### src/rtl/mem_x128_arbiter.sv
// Round-robin arbiter sharing one 128-bit memory port between icache (port 0)
// and dcache (port 1), with one outstanding transaction and response steering.
package mem_x128_pkg;
   typedef struct packed {
      logic         typ;     // 0 = read, 1 = write
      logic [7:0]   opaque;
      logic [31:0]  addr;
      logic [127:0] data;
   } mem_req_16B_t;

   typedef struct packed {
      logic         typ;
      logic [7:0]   opaque;
      logic [127:0] data;
   } mem_resp_16B_t;
endpackage

module mem_x128_arbiter
   import mem_x128_pkg::*;
#(
   parameter logic        RR_INIT = 1'b0,
   parameter int unsigned TIMEOUT = 64,
   parameter int unsigned CNT_W   = 8
) (
   input  logic          clk,
   input  logic          rst,
   input  mem_req_16B_t  p0_req_msg,
   input  logic          p0_req_val,
   output logic          p0_req_rdy,
   output mem_resp_16B_t p0_resp_msg,
   output logic          p0_resp_val,
   input  logic          p0_resp_rdy,
   input  mem_req_16B_t  p1_req_msg,
   input  logic          p1_req_val,
   output logic          p1_req_rdy,
   output mem_resp_16B_t p1_resp_msg,
   output logic          p1_resp_val,
   input  logic          p1_resp_rdy,
   output mem_req_16B_t  mem_req_msg,
   output logic          mem_req_val,
   input  logic          mem_req_rdy,
   input  mem_resp_16B_t mem_resp_msg,
   input  logic          mem_resp_val,
   output logic          mem_resp_rdy,
   output logic          busy_o,
   output logic          timeout_o,
   output logic          stray_o
);

   typedef enum logic {IDLE, WAIT} state_t;

   localparam logic [CNT_W-1:0] TO_CNT = CNT_W'(TIMEOUT);

   state_t           state_q, state_d;
   logic             owner_q, owner_d;
   logic             prio_q, prio_d;
   logic [CNT_W-1:0] wait_cnt_q, wait_cnt_d;
   logic             timeout_q, timeout_d;
   logic             stray_q, stray_d;
   logic             gnt_val, gnt, resp_rdy;

   always_comb begin
      state_d     = state_q;
      owner_d     = owner_q;
      prio_d      = prio_q;
      wait_cnt_d  = wait_cnt_q;
      timeout_d   = timeout_q;
      stray_d     = stray_q;
      gnt_val     = 1'b0;
      gnt         = prio_q;
      resp_rdy    = 1'b0;
      p0_req_rdy  = 1'b0;
      p1_req_rdy  = 1'b0;
      p0_resp_msg = '0;
      p1_resp_msg = '0;
      p0_resp_val = 1'b0;
      p1_resp_val = 1'b0;
      mem_req_msg = p0_req_msg;
      mem_req_val = 1'b0;

      case (state_q)
         IDLE: begin
            if (prio_q ? p1_req_val : p0_req_val) begin
               gnt_val = 1'b1;
               gnt     = prio_q;
            end else if (prio_q ? p0_req_val : p1_req_val) begin
               gnt_val = 1'b1;
               gnt     = ~prio_q;
            end
            mem_req_msg = (gnt_val && gnt) ? p1_req_msg : p0_req_msg;
            mem_req_val = p0_req_val | p1_req_val;
            p0_req_rdy  = gnt_val && !gnt && mem_req_rdy;
            p1_req_rdy  = gnt_val &&  gnt && mem_req_rdy;
            // Responses arriving with nothing outstanding are accepted and dropped.
            resp_rdy    = 1'b1;
            if (mem_resp_val) stray_d = 1'b1;
            if (gnt_val && mem_req_rdy) begin
               state_d    = WAIT;
               owner_d    = gnt;
               prio_d     = ~gnt;
               wait_cnt_d = '0;
            end
         end
         WAIT: begin
            if (owner_q) begin
               p1_resp_msg = mem_resp_msg;
               p1_resp_val = mem_resp_val;
               resp_rdy    = p1_resp_rdy;
            end else begin
               p0_resp_msg = mem_resp_msg;
               p0_resp_val = mem_resp_val;
               resp_rdy    = p0_resp_rdy;
            end
            wait_cnt_d = (&wait_cnt_q) ? wait_cnt_q : wait_cnt_q + 1'b1;
            if ((TIMEOUT != 0) && (wait_cnt_d == TO_CNT)) timeout_d = 1'b1;
            if (mem_resp_val && resp_rdy) state_d = IDLE;
         end
         default: state_d = IDLE;
      endcase
   end

   assign mem_resp_rdy = resp_rdy;
   assign busy_o       = (state_q == WAIT);
   assign timeout_o    = timeout_q;
   assign stray_o      = stray_q;

   always_ff @(posedge clk) begin
      if (rst) begin
         state_q    <= IDLE;
         owner_q    <= 1'b0;
         prio_q     <= RR_INIT;
         wait_cnt_q <= '0;
         timeout_q  <= 1'b0;
         stray_q    <= 1'b0;
      end else begin
         state_q    <= state_d;
         owner_q    <= owner_d;
         prio_q     <= prio_d;
         wait_cnt_q <= wait_cnt_d;
         timeout_q  <= timeout_d;
         stray_q    <= stray_d;
      end
   end

endmodule
### config.mk
export PLATFORM = sky130hd
export DESIGN_NAME = mem_x128_arbiter
export DESIGN_NICKNAME = d
export VERILOG_FILES = /design/src/rtl/mem_x128_arbiter.sv
export SDC_FILE = /design/constraint.sdc
export NUM_CORES = 1
export LEC_CHECK = 0
export BUFFER_PORTS_ARGS = -buffer_cell sky130_fd_sc_hd__buf_2
export CAP_MARGIN = 20
export CORE_AREA = 2 2 360 362
export DETAILED_ROUTE_END_ITERATION = 8
export DIE_AREA = 0 0 362 364
export HOLD_SLACK_MARGIN = 0.08
export PLACE_DENSITY = 0.3
export SLEW_MARGIN = 30
export SYNTH_ARGS = -nofsm -noshare
export SYNTH_HDL_FRONTEND = slang
export SYNTH_SLANG_ARGS = --single-unit
### constraint.sdc
create_clock -name clk -period 2.7 [get_ports clk]
set_input_delay 0.81 -clock clk [delete_from_list [all_inputs] [get_ports clk]]
set_output_delay 0.81 -clock clk [all_outputs]
set_load 0.005 [all_outputs]
=== Word-level counts from Yosys, hierarchy flattened ===
Index checks and enable logic that the tools add are counted.

* Bitwise operators: 4
* $add $sub $neg: 1
* Reductions and logical operators: 11
* Equality and inequality tests: 2
* Multiplexer cells: 30

{| class="wikitable"
|+ Operators by type and width
! cell !! count
|-
| $mux W137 || 4
|-
| $mux W169 || 2
|-
| $mux W1 || 19
|-
| $mux W8 || 2
|-
| $pmux W8 S2 || 1
|-
| $add A8 B1 Y8 const B || 1
|-
| $eq A8 B7 Y1 const B || 1
|-
| $reduce_and A8 Y1 || 1
|-
| $logic_and A1 B1 Y1 || 6
|-
| $reduce_and A2 Y1 || 3
|-
| $pmux W1 S2 || 2
|-
| $not A1 Y1 || 3
|-
| $ne A2 B2 Y1 const B || 1
|-
| $logic_not A1 Y1 || 1
|-
| $or A1 B1 Y1 || 1
|}

* Output and inout port bits: 452
* Flip-flop bits (word level): 13

=== Longest topological paths before layout ===
* Depth in word-level cells: 8
* Depth in mapped cells: 6

=== Worst setup path before layout ===
No wires, ideal clock.

* Path kind: in2out
* Start: input port p0_req_val
* End: output port mem_req_msg[100] (netlist name)
* Stages: 5
* Setup slack: 133 ps
* Arrival: 1757 ps
* Data required time: 1890 ps
* Cells stage by stage: inv_2 -> o211ai_2 -> buf_6 -> buf_4 -> mux2_1

{| class="wikitable"
|+ RTL lines
! what !! RTL line !! source
|-
| from (decl) || 28 || <nowiki>input logic p0_req_val,</nowiki>
|-
| to (decl) || 39 || <nowiki>output mem_req_16B_t mem_req_msg,</nowiki>
|}

==> flow_summary_export.csv <==
group,metric,value,unit
outcome,status,"finished with violations",
outcome,violations,"setup timing",
hold_path,whs_path_depth,2,
synth,syn-num-nets,1098,
global_route,antenna_found_initial,51,
global_route,grt_max_degree,104,
critical_path,criticalPathCategory,"primary input to output pin",
sta,setup_viol,169,
critical_path,cp-end-kind,"output pin",
final_layout,fin_cells,3202,
synth,yosysWarnings,0,
power,combPwrFrac,78.5,%
floorplan,die_w,362,µm
floorplan,die_height,364,µm
power,clkPwrFrac,12.6,%
critical_path,required,1.89,ns
sta,hold_viol_final,0,
placement,port_buffers,934,
power,power.internal,1350,µW
floorplan,start_util,3.66,%
power,power_switching,964,µW
sta,rsz0062_at_grt,"true",
route,vias,8845,
synth,synth_area,4690,µm²
placement,place_area,11600,µm²
final_layout,fillers,15160,
clocking,cts_max_level,1,
sta,worst_pin_slew,0.456,ns
hold_path,holdPathEnd,"stray_o",
synth,ys_top_cells_by_count,"276 x and3_1, 88 x mux2_1, 81 x mux2_2",
final_layout,stdcell_area,11900,µm²
sta,fin_hold_ws,0.464,ns
final_layout,final_net_count,2000,
synth,ys_ff_latch,13,
floorplan,core_area,128000,µm²
critical_path,timing.rr.start,"busy_o",
critical_path,r2r_cells,7,
sta,period_share,108,%
power,p_leak,0.00711,µW
final_layout,area_delta_synth_final,155,%
critical_path,reg2reg_to,"wait_cnt_q[6]",
route,finalWirelength,58800,µm
final_layout,register_area,268,µm²
critical_path,cp_max_fo,16,
global_route,grt.overflow.total,0,
global_route,grt_pass1_wl,72200,µm
sta,fmax,0.343,GHz
power,p_sw_share,41.7,%
sta,fin_worst_skew,0.000771,ns
clocking,cts.sinks,13,
synth,syn_avg_cell_area,7.64,µm²
placement,dp.final_hpwl,53500,µm
synth,yosysSeqAreaShare,5.55,%
floorplan,ios,935,
clocking,cts_tree,"done",
route,ant_nets,0,
clocking,cts_inserted_buffers,3,
synth,netlist_instances,614,
power,power.density,194,nW/µm²
route,viasPerCell,2.76,
synth,yosysMostFrequentCell,"and3_1",
synth,synth.distinct_cells,40,
clocking,path_clk_slew,0.05,ns
placement,place_congestion,0.802,
power,seqPwrFrac,8.9,%
final_layout,drive_above_1_share,72.1,%
floorplan,fp.dieArea,132000,µm²
sta,period_needed,2.91,ns
sta,timing.final.ws_setup,-0.214,ns
route,drc_errors,0,
critical_path,arrival,2.10,ns
final_layout,multiInputGateArea,4140,µm²
route,drtPass1Iterations,5,
synth,synth.area.top_cells,"and3_1 37%, mux2_1 21%, mux2_2 19%, dfxtp_1 5.5%, clkbuf_1 4.8%",
clocking,clockBufferDepth,2,
job,maxCapViolCount,0,
sta,relSlewSlack,68.8,%
hold_path,hp-start,"stray_o",
route,drtIter0Drc,391,
clocking,root_buffer,"clkbuf_16",
synth,synth_edf_count,0,
hold_path,hold_path_class,"register to register",
critical_path,ff2ff_setup_slack,0.94,ns
synth,async_reset_ff_share,0,%
power,irDropWorstVdd,0.000186,V
critical_path,cp-start-kind,"primary input",
route,routedWlPerCell,18.4,µm
floorplan,num_rows,132,
clocking,clock_latency,0.24,ns
synth,synth_top_cell_area_share,36.8,%
global_route,grt_usage,8.05,%
sta,slew_violations,0,
placement,dp_cells,3184,
synth,synth-main-ff-cell,"dfxtp_1",
synth,synth_largest_area_cell,"and3_1",
global_route,grt_pass1_vias,8146,
==> per-layer routing <==
metal	track usage, %	up-vias	part of all wire (%)	wire length [µm]
li1	-	4115	-	-
met1	10.9	4030	44	25700
met2	12.9	594	45	26400
met3	2.11	92	8.7	5130
met4	1.56	14	2.5	1450
met5	0	-	0.15	89
==> what timing repair did <==
item,in CTS,in global routing
buffers inserted,2,0
gates resized for setup,37,22
endpoints found under the setup margin,170,170
pin swaps,0,0
hold buffers,0,0
==> worst max-delay path by stage <==
stage,from,to,slack [ns],cells past startpoint
CTS,p0_req_val,mem_req_msg[31],-0.22,7
finish,p0_req_val,mem_req_msg[155],-0.21,7
detailed placement,p0_req_val,mem_req_msg[148],-0.31,7
global placement,p0_req_val,mem_req_msg[148],-0.30,7
floorplan,p0_req_val,mem_req_msg[100],0.13,5
global route,p0_req_val,mem_req_msg[31],-0.24,7
==> power groups by stage <==
stage,clock network (µW),logic (µW),registers [µW]
floorplan,0,659,208
global placement,0,1770,211
detailed placement,0,1760,210
CTS,302,1820,207
global route,311,1980,208
finish,291,1820,207
==> registers in the layout, summed over array words and instances, names as in the netlist <==
name and cells:
wait_cnt_q 8, busy_o 1, owner_q 1, prio_q 1
stray_o 1, timeout_o 1
==> per-stage QoR <==
stage / utilization, % / worst slack [ns] / power [µW] / setup TNS [ns]
2_1_floorplan: - / 0.133 / 867 / 0
3_3_place_gp: 9.01 / -0.295 / 1980 / -32.82
3_5_place_dp: 9.01 / -0.312 / 1970 / -33.19
4_1_cts: 9.20 / -0.223 / 2330 / -24.83
5_1_grt: 9.30 / -0.242 / 2500 / -31.19
6_report: 9.31 / -0.214 / 2310 / -21.45
==> kinds of logic (layout without fill, tap and decap cells) <==
group           count (synthesis)  count (layout)  synth area share, %
compound gates                 27              27                 3.87
fa+ha+maj                       1               1                0.267
buf+inv                        87             988                 8.24
flops                          13              13                 5.55
mux                           171             171                 41.0
other cells                     0              12                    0
simple gates                  315             315                 41.1
==> worst max-delay path, stage by stage <==
cell and delay [ns]:
buf_8 0.08, inv_4 0.03, o211ai_4 0.18, buf_12 0.20, buf_4 0.21, mux2_1 0.38, buf_2 0.16
==> cell usage in the layout, fill, tap and decap left out, types with 3 or more instances in the layout <==
master	synthesis	routed
buf_12	0	11
and3_1	276	276
dfxtp_1	13	11
nand2_1	6	6
buf_6	2	21
nor2_1	8	8
buf_2	12	911
nand3_1	3	3
clkbuf_16	0	3
buf_4	8	34
mux2_1	88	66
mux2_2	81	81
a21oi_1	9	9
mux2_4	0	22
o21ai_0	4	4
nor3_1	10	10
diode_2	0	12
==> final cells by class <==
class / instances / share of cell area, %
multi-input cells: 514 / 34.6
inverters: 5 / 0.199
flip-flops and latches: 13 / 2.24
diodes: 12 / 0.251
repair buffers: 979 / 44.5
well taps: 1675 / 17.5
clock buffers: 4 / 0.660
No activity file was read; power rests on OpenSTA's default activity.
